--- src/rtl/prog_ram_loader.sv ---
// prog_ram_loader: writable 16x8 instruction memory for the 4-bit CPU.
//
// The CPU fetch side gets an asynchronous read port (A -> Out). A host can
// replace the program through a byte-wide valid/ready load port. The CPU is
// held in reset while a load is in progress. If the host ends the load early,
// the rest of the memory is zero-filled. After reset the memory holds the
// default 1+2+...+N summation program.
//
// Ports:
//   clk       in   single clock, rising edge
//   n_reset   in   asynchronous active-low reset
//   A         in   [3:0] CPU fetch address
//   Out       out  [7:0] mem[A], combinational
//   load_req  in   start a program load (honoured only in RUN)
//   load_end  in   host ends the load early (honoured only in LOAD)
//   wr_valid  in   host byte valid
//   wr_data   in   [7:0] host instruction byte
//   wr_ready  out  block accepts a byte this cycle (registered, LOAD only)
//   cpu_hold  out  hold the CPU in reset (registered, LOAD and CLEAR)
//   loaded    out  sticky: a load has completed since the last load_req/reset
//   ptr       out  [3:0] next write address
module prog_ram_loader (
  input  logic       clk,
  input  logic       n_reset,
  input  logic [3:0] A,
  output logic [7:0] Out,
  input  logic       load_req,
  input  logic       load_end,
  input  logic       wr_valid,
  input  logic [7:0] wr_data,
  output logic       wr_ready,
  output logic       cpu_hold,
  output logic       loaded,
  output logic [3:0] ptr
);

  localparam logic [1:0] StRun   = 2'd0;
  localparam logic [1:0] StLoad  = 2'd1;
  localparam logic [1:0] StClear = 2'd2;

  localparam logic [3:0] LastAddr = 4'd15;

  // Default program image restored on every reset.
  function automatic logic [7:0] default_word(input logic [3:0] addr);
    logic [7:0] w;
    case (addr)
      4'd0:    w = 8'h30;
      4'd1:    w = 8'h30;
      4'd2:    w = 8'h60;
      4'd3:    w = 8'hC0;
      4'd4:    w = 8'h5F;
      4'd5:    w = 8'hF3;
      4'd6:    w = 8'h80;
      4'd7:    w = 8'hA0;
      default: w = 8'h00;
    endcase
    return w;
  endfunction

  logic [1:0] state_q, state_d;
  logic [3:0] ptr_q, ptr_d;
  logic       loaded_q, loaded_d;
  logic       wr_ready_q;
  logic       cpu_hold_q;
  logic [7:0] mem_q [16];

  logic       xfer;
  logic       mem_we;
  logic [7:0] mem_wdata;

  assign xfer = wr_valid & wr_ready_q;

  always_comb begin
    state_d   = state_q;
    ptr_d     = ptr_q;
    loaded_d  = loaded_q;
    mem_we    = 1'b0;
    mem_wdata = 8'h00;
    case (state_q)
      StRun: begin
        if (load_req) begin
          state_d  = StLoad;
          ptr_d    = 4'd0;
          loaded_d = 1'b0;
        end
      end
      StLoad: begin
        if (xfer) begin
          mem_we    = 1'b1;
          mem_wdata = wr_data;
          // The last address ends the load even when load_end is also high:
          // there is nothing left to clear.
          if (ptr_q == LastAddr) begin
            state_d  = StRun;
            ptr_d    = 4'd0;
            loaded_d = 1'b1;
          end else begin
            ptr_d = ptr_q + 4'd1;
            if (load_end) begin
              state_d = StClear;
            end
          end
        end else if (load_end) begin
          state_d = StClear;
        end
      end
      StClear: begin
        // Zero-fill the tail so stale program bytes never survive a short load.
        mem_we    = 1'b1;
        mem_wdata = 8'h00;
        if (ptr_q == LastAddr) begin
          state_d  = StRun;
          ptr_d    = 4'd0;
          loaded_d = 1'b1;
        end else begin
          ptr_d = ptr_q + 4'd1;
        end
      end
      default: begin
        state_d = StRun;
        ptr_d   = 4'd0;
      end
    endcase
  end

  always_ff @(posedge clk or negedge n_reset) begin
    if (!n_reset) begin
      state_q    <= StRun;
      ptr_q      <= 4'd0;
      loaded_q   <= 1'b0;
      wr_ready_q <= 1'b0;
      cpu_hold_q <= 1'b0;
    end else begin
      state_q    <= state_d;
      ptr_q      <= ptr_d;
      loaded_q   <= loaded_d;
      // Registered from the next state so both flags change on the same edge
      // that changes the state.
      wr_ready_q <= (state_d == StLoad);
      cpu_hold_q <= (state_d != StRun);
    end
  end

  always_ff @(posedge clk or negedge n_reset) begin
    if (!n_reset) begin
      for (int i = 0; i < 16; i++) begin
        mem_q[i] <= default_word(4'(i));
      end
    end else if (mem_we) begin
      mem_q[ptr_q] <= mem_wdata;
    end
  end

  assign Out      = mem_q[A];
  assign wr_ready = wr_ready_q;
  assign cpu_hold = cpu_hold_q;
  assign loaded   = loaded_q;
  assign ptr      = ptr_q;

endmodule

--- config.mk ---
export PLATFORM = sky130hd
export DESIGN_NAME = prog_ram_loader
export DESIGN_NICKNAME = d
export VERILOG_FILES = /design/src/rtl/prog_ram_loader.sv
export SDC_FILE = /design/constraint.sdc
export NUM_CORES = 1
export LEC_CHECK = 0
export CORE_AREA = 2 2 112 114
export DETAILED_ROUTE_END_ITERATION = 6
export DIE_AREA = 0 0 114 116
export PLACE_DENSITY = 0.81
export SKIP_LAST_GASP = 1
export SYNTH_ARGS = -nofsm -noshare
export SYNTH_HDL_FRONTEND = slang
export SYNTH_SLANG_ARGS = --single-unit
--- constraint.sdc ---
create_clock -name clk -period 2.33 [get_ports clk]
set_input_delay 0.5825 -clock clk [delete_from_list [all_inputs] [get_ports clk]]
set_output_delay 0.5825 -clock clk [all_outputs]
set_load 0.02 [all_outputs]
* Yosys cells after proc, flatten, opt, wreduce, memory -nomap -nowiden *
Cells that the tools add are included.

word-level totals
  register bits = 137
  input bits = 17
  output and inout bits = 15
  logic and storage cells = 64

operators by class
  add/subtract/negate cells = 1
  magnitude comparators = 3
  equal/unequal tests = 6
  multiplexer cells = 24
  bitwise gates (word level) = 3
  reductions and logical operators = 6

operators with widths
  kind                 count
  $bwmux 128           1
  $mux 8               5
  $bmux 8 s4           1
  $demux 8 s4          1
  $mux 4               3
  $pmux 4 s3           1
  $ge 5x5->1 const B   2
  $mux 2               5
  $not 4->5            2
  $pmux 2 s3           1
  $lt 5x1->1 const B   1
  $add 4x1->4 const B  1
  $eq 2x1->1 const B   2
  $eq 4x4->1 const B   1
  $mux 1               4
  $ne 2x2->1 const B   2
  $pmux 1 s3           1
  $reduce_and 3->1     1
  $reduce_bool 3->1    1
  $eq 2x2->1 const B   1
  $logic_not 2->1      1
  $pmux 1 s2           1
  $reduce_and 2->1     1
  $reduce_bool 2->1    1
  other kinds (2)      2

* Longest topological paths before layout *
Gate-level depths: netlist (run 1).

  word-level depth = 6
  mapped depth = 9
  mapped depth without buffers = 6

* Worst setup path before layout (run 1) *
OpenSTA, ideal clock, no wires.

  path kind = input to output
  start = input A[0]
  end = output Out[0]
  arrival = 1,901 ps
  required time = 1,747 ps
  path slack = -153 ps
  stages = 4
  path buffers = 2
  cell sequence = buf_6 -> buf_6 -> mux4_1 -> mux4_2

between the ends
  word-level cells in the longest chain between the ends = 4

ends and longest elaborated chain
  item                                        line  text
  start, declared                             25    input logic [3:0] A,
  $not 4->5 (not written as such)             154   assign Out = mem_q[A];
  $bmux 8 s4                                  154
  $mux 8 (not written as such) (2 in series)  154
  end, declared                               26    output logic [7:0] Out,

Every way passes these cells. The select of a mux whose other input is x is not followed.

* Worst setup path in the final report (run 1) *
  start = input A[0]
  end = output Out[2]

The elaborated chain is that of the path after synthesis.

==> summary.txt, run 1 <==
STA
  – Clock Skew: 0.00803 ns
  – Final period util: 114%
  – Crit path time final: 2.66 ns
  – Hold Vio Cnt, Final: 0
  – Setup slack after layout: -0.327 ns
  – Relative slew slack: 55.8%
  – Actual slew at the worst max-slew pin: 0.664 ns
  – Fmax: ~0.38 GHz
  – Final setup vio count: 8
  – RSZ-0062 raised after global routing: yes
  – Pins Over Slew Limit: 0
  – Fin Setup TNS: -2.21 ns

Status
  – Status: finished with violations
  – Failing checks: setup timing

Flow run
  – Max cap viols: 0

Floorplanning
  – I/O Pins: 32
  – Die ar.: ~13000 um2
  – Die Y: 116 um
  – Initial Util: 53.5%
  – Core Area: 11900 um2
  – Die width: 114 um
  – Cell Rows: 40

Worst setup path
  – Max FO, Critical Path: 8
  – Critical path endpoint category: primary output
  – Startpoint Class: input pin
  – Worst EP arrival: 2.07 ns
  – Worst Path Required: 1.75 ns
  – CP Class: in2out

Power
  – Total power: 6620 uW
  – PwrDens: between 800 and 900 nW/um2
  – Static Leak: 0.00317 uW
  – Maximum VDD drop: 547 uV

Yosys
  – Syn_nets: slightly below 600
  – Synth Warn #: 0
  – Mux cell area share after synthesis: 16.0%
  – Cell area after synthesis: 6370 um2
  – Syn_area_per_cell: 11.5 um2
  – Simple-gate share of the synthesized area: 10.1%
  – Largest family of logic cells by synthesized area: multiplexers
  – Post-Synth XOR/XNOR Area: 0%
  – Yosys cell types: 32
  – Synthesized flop and latch total: 137
  – Synth Area in Adders: 1.57%
  – Synth Area in Compound Gates: 14.4%
  – Post-synthesis sequential area ratio: 54.3%
  – Mapped Cells: 555

Route
  – WL/cell: between 20 and 25 um
  – Drt total wl: 17800 um
  – DRC: 0
  – Via-per-instance ratio: approximately 6.5
  – Vias: 4911
  – Initial DRT Pass Iterations: 5
  – Antenna Nets Post-Route: 0
  – DR iter-0 viols: 572

Layout
  – Antenna diode count: 0
  – Final nets: between 600 and 700
  – Share of layout cells above drive strength 1: 23.1%
  – Fillers: 797
  – Core Util, Final: 64.0%
  – Area growth syn-to-layout: 19.6%
  – Post-Layout Cell Count: approximately 760

Hold path
  – Hold crit path type: in2async

Clock network
  – H-tree Lvls: 4
  – Post-CTS setup buffer count: 0
  – CTS Buffer Depth: 2
  – Clk sinks: between 100 and 150
  – CTS clk-pin slew, worst paths: approximately 0.060 ns
  – Skew-Pair Late Insertion Delay: 0.42 ns
  – Post-CTS Hold Fix Bufs: 0
  – CTS Buf Count: 17
  – Clock root cell: clkbuf_16
  – TritonCTS clock tree: done

GRT
  – First-pass GRT wire length: 27900 um
  – Largest net degree at the start of global routing: between 50 and 60
  – Number of global-route vias before repair: 5188
  – GRT Residual Overflow: 0
  – Global-route usage over all layers: 28.6%
  – Initial antenna violation count: 0

Placement
  – IO buf count: 31
  – DP Cell Count: 722
  – Final HPWL DP: 9900 um
  – RD Place Congestion: ~0.83
  – Setup WS pre-CTS: -1.01 ns
==> logic make-up (layout without fill, tap and decap cells) <==
| group | after synthesis | after routing |
|---|---|---|
| fa+ha+maj | 8 | 8 |
| simple gates | 161 | 161 |
| buf+inv | 45 | 101 |
| flops | 137 | 137 |
| compound gates | 164 | 164 |
| mux | 40 | 40 |
==> final cells by class <==
class | instances | area (um2) | area share (%)
inverter | 4 | 15.0 | 0.197
multi-input combinational | 373 | 2560 | 33.6
tap | 147 | 184 | 2.41
sequential | 137 | 3460 | 45.4
clock inverter | 11 | 194 | 2.54
timing repair buffer | 65 | 758 | 9.95
clock buffer | 21 | 450 | 5.91
==> cell usage after synthesis <==
cell,n,area (um2)
o32a_1,1,10.0
buf_12,1,20.0
and3_1,1,6.26
a32o_1,1,10.0
a311oi_2,1,15.0
buf_2,20,100
nand3_1,3,15.0
mux4_1,32,841
and2_1,1,6.26
mux4_2,8,180
a21o_1,2,15.0
buf_1,3,11.3
or3_1,3,18.8
o21ai_0,136,681
a21oi_1,3,15.0
or2_2,1,6.26
ha_1,8,100
o2111ai_1,16,140
nor2b_1,3,18.8
nor3_1,2,10.0
nand2b_1,2,12.5
buf_6,3,33.8
a31oi_1,1,6.26
nor2_1,1,3.75
inv_1,4,15.0
o21a_1,2,15.0
nand2_1,143,537
clkbuf_1,14,52.6
nand3_2,1,10.0
dfrtp_1,114,2850
a22o_1,1,8.76
dfstp_2,23,604
==> worst max-delay path, stage by stage <==
cell and delay (ns):
buf_12 0.13, buf_12 0.15, mux4_2 0.53, mux4_2 0.52
buf_6 0.16
==> where the power goes <==
group          internal, uW  switching, uW
logic                   404            652
registers              2500            100
clock network          1930           1030
==> flip-flops by register name, indices dropped and copies added, names as in the netlist <==
| name | cells |
|---|---|
| loaded | 1 |
| wr_ready | 1 |
| cpu_hold | 1 |
| mem_q | 128 |
| state_q | 2 |
| ptr | 4 |
==> metal layers <==
layer / up-vias / wire length, um / track usage, %
met1: 2464 / 6250 / 33.1
li1: 2082 / - / -
met5: - / 0 / 0
met3: 95 / 1490 / 7.74
met4: 0 / 1010 / 17.4
met2: 270 / 9020 / 47.9
==> timing repair <==
action / 4_1_cts / 5_1_grt
setup endpoints to repair: 8 / 9
cloned: 4 / 0
resized for setup: 63 / 2
==> cells in the final DEF, fill, tap and decap left out, drive strengths merged, types with 3 or more instances in the layout <==
master / netlist / routed
bufinv: 0 / 5
dfstp: 23 / 23
buf: 27 / 45
inv: 4 / 5
clkinv: 0 / 4
a21oi: 3 / 3
o2111ai: 16 / 16
ha: 8 / 8
dfrtp: 114 / 114
nand3: 4 / 4
nand2: 143 / 143
clkbuf: 14 / 21
or3: 3 / 3
o21ai: 136 / 136
mux4: 40 / 40
clkdlybuf4s50: 0 / 20
nor2b: 3 / 3
==> path summary, 6_finish.rpt <==
kind	start	endpoint	slack (ns)	depth (start not counted)
setup / recovery	A[0]	Out[2]	-0.33	5
hold / removal	n_reset	ptr[2]$_DFFE_PN0P_	0.02	1
setup reg to reg	state_q[0]$_DFF_PN0_	wr_ready$_DFF_PN0_	0.25	5
hold reg to reg	mem_q[121]$_DFFE_PN0P_	mem_q[121]$_DFFE_PN0P_	0.48	2
max in group asynchronous	n_reset	mem_q[103]$_DFFE_PN1P_	1.65	2
min in group clk	mem_q[121]$_DFFE_PN0P_	mem_q[121]$_DFFE_PN0P_	0.48	2
==> through the flow <==
step	cell area, um2	hold slack [ns]
6_report	7620	0.0198
5_1_grt	7620	0.0264
4_1_cts	7620	0.0250
3_5_place_dp	6850	0.465
3_3_place_gp	6850	0.460
2_1_floorplan	6280	0.287
Note: power is estimated with default switching activity, not from simulation.
==> inputs of run 2 (changes only) <==
--- a/config.mk
+++ b/config.mk
@@ -9,6 +9,7 @@
 export DETAILED_ROUTE_END_ITERATION = 6
 export DIE_AREA = 0 0 114 116
 export PLACE_DENSITY = 0.81
+export REMOVE_ABC_BUFFERS = 1
 export SKIP_LAST_GASP = 1
 export SYNTH_ARGS = -nofsm -noshare
 export SYNTH_HDL_FRONTEND = slang
==> run 2 against run 1 <==
Against the previous run: setup slack better by 0.012 ns; the flow still finishes with violations (setup timing); power fell by 1.2%; largest power group unchanged; die area is the same.
==> summary.txt, run 2 (synthesis gave the netlist of run 1 again) <==
Status
  – Status: finished with violations
  – Failing checks: setup timing

Layout
  – Commonest non-fill, non-tap cell in the layout: nand2_1
  – Area growth syn-to-layout: 20.4%
  – Most frequent cells in the layout: 143 x nand2_1, 136 x o21ai_0, 114 x dfrtp_1, 38 x mux4_2, 23 x dfstp_2
  – Max FFs per register: 128
  – Top reg by flops: mem_q
  – Core Util, Final: 64.4%
  – Antenna diode count: 0
  – Fillers: 836
  – Sequential cell area: 3460 um2
  – Area occupied by multi-input gates: 2570 um2
  – Final nets: 620
  – Share of layout cells above drive strength 1: 22.5%

Worst setup path
  – Worst R2R Start: state_q[0]$_DFF_PN0_
  – Max FO, Critical Path: 6
  – Startpoint Class: input pin
  – Crit. Startpoint: A[0]
  – Reg2reg path depth: 6
  – Critical path endpoint category: primary output
  – CP Class: in2out
  – Setup slack on the worst flop-to-flop path: 0.13 ns
  – Worst Path Required: ~1.8 ns
  – Worst EP arrival: 2.06 ns
  – Reg2reg end: mem_q[77]$_DFFE_PN0P_

STA
  – Pins Over Slew Limit: 0
  – Clock Skew: 0.00687 ns
  – Hold Vio Cnt, Final: 0
  – Fin Setup TNS: -2.31 ns
  – Crit path time final: around 2.6 ns
  – Final period util: 113%
  – Relative slew slack: 58.4%
  – Final setup vio count: 8
  – Actual slew at the worst max-slew pin: 0.624 ns
  – RSZ-0062 raised after global routing: yes
  – Fmax: roughly 0.38 GHz
  – Setup slack after layout: -0.314 ns

Hold path
  – Hold crit path type: in2async

Floorplanning
  – Die Y: about 120 um
  – I/O Pins: 32
  – Cell Rows: 40
  – Die ar.: 13200 um2
  – Core Area: around 12000 um2
  – Die width: 114 um
  – Initial Util: 53.5%

GRT
  – GRT Residual Overflow: 0
  – Largest net degree at the start of global routing: 43
  – Global-route usage over all layers: 29.0%
  – Number of global-route vias before repair: 5032
  – Initial antenna violation count: 0
  – First-pass GRT wire length: 28300 um

Clock network
  – Skew-Pair Late Insertion Delay: 0.43 ns
  – TritonCTS clock tree: done
  – CTS Buf Count: 17
  – Clk sinks: between 100 and 150
  – Post-CTS Hold Fix Bufs: 0
  – CTS clk-pin slew, worst paths: 0.06 ns
  – H-tree Lvls: 4
  – Clock root cell: clkbuf_16
  – CTS Buffer Depth: 2

Power
  – Static Leak: 0.00320 uW
  – Maximum VDD drop: between 500 and 600 uV
  – PwrDens: 853 nW/um2

Route
  – Antenna Nets Post-Route: 0
  – DRC: 0
  – Via-per-instance ratio: 6.56
  – Vias: 4956
  – Initial DRT Pass Iterations: 5
  – Drt total wl: 17700 um
  – WL/cell: 23.4 um
  – DR iter-0 viols: 559

Flow run
  – Max cap viols: 0

Placement
  – IO buf count: 31
  – Final HPWL DP: 10800 um
  – RD Place Congestion: 0.938
## run 2: changes by cell type in the layout (fill, tap and decap cells not counted), moves of 2 or more
cell,change
buf_4,-8
mux4_1,+2
buf_12,+2
clkinv_2,+2
buf_16,+2
mux4_2,-2
clkbuf_1,-2
## run 2: timing repair
| action | in CTS | in global routing |
|---|---|---|
| setup buffers | 0 | 0 |
| pin swaps | 0 | 0 |
| gates resized for setup | 93 | 0 |
| endpoints found under the hold margin | 0 | 0 |
| gates cloned | 5 | 0 |
| endpoints found under the setup margin | 8 | 8 |
## run 2: worst max path at each step
stage,slack (ns),end,cells after the start
after floorplan,0.11,Out[0],2
after global placement,-0.88,Out[3],5
after detailed placement,-0.95,Out[0],5
after CTS,-0.29,Out[0],5
after global routing,-0.33,Out[6],5
final,-0.31,Out[6],5
## run 2: metrics by stage
step | hold WS, ns | cells | worst slack, ns | instance area (um2) | power (uW)
floorplan | 0.287 | 514 | 0.111 | 6150 | 3190
finish | 0.145 | 755 | -0.314 | 7670 | 6540
global placement | 0.454 | 718 | -0.876 | 6970 | 3560
detailed placement | 0.467 | 718 | -0.953 | 6970 | 3620
global route | 0.194 | 755 | -0.333 | 7670 | 6760
CTS | 0.159 | 755 | -0.287 | 7670 | 6530
## run 2: power breakdown
| group | internal (uW) | switching [uW] | leakage, uW |
|---|---|---|---|
| sequential | 2500 | 111 | 0.00182 |
| clock | 1840 | 1040 | 0.000306 |
| combinational | 414 | 633 | 0.00107 |
## run 2: critical path, stage by stage
cell and delay (ns):
buf_16 0.13, buf_12 0.14, mux4_2 0.55, mux4_2 0.50, buf_6 0.15
## run 2: cell type report
type	instances	area share (%)
multi-input cells	373	33.5
clock inverters	12	2.25
repair buffers	62	10.6
well taps	147	2.40
inverters	4	0.196
flip-flops and latches	137	45.1
clock buffers	20	5.96
## run 2: layer usage
metal / vias to the layer above / track usage [%] / routed length [um]
li1: 2084 / - / -
met1: 2429 / 36.6 / 6460
met2: 371 / 44.0 / 8290
met3: 72 / 10.0 / 1990
met4: 0 / 16.8 / 906
met5: - / 0 / 0
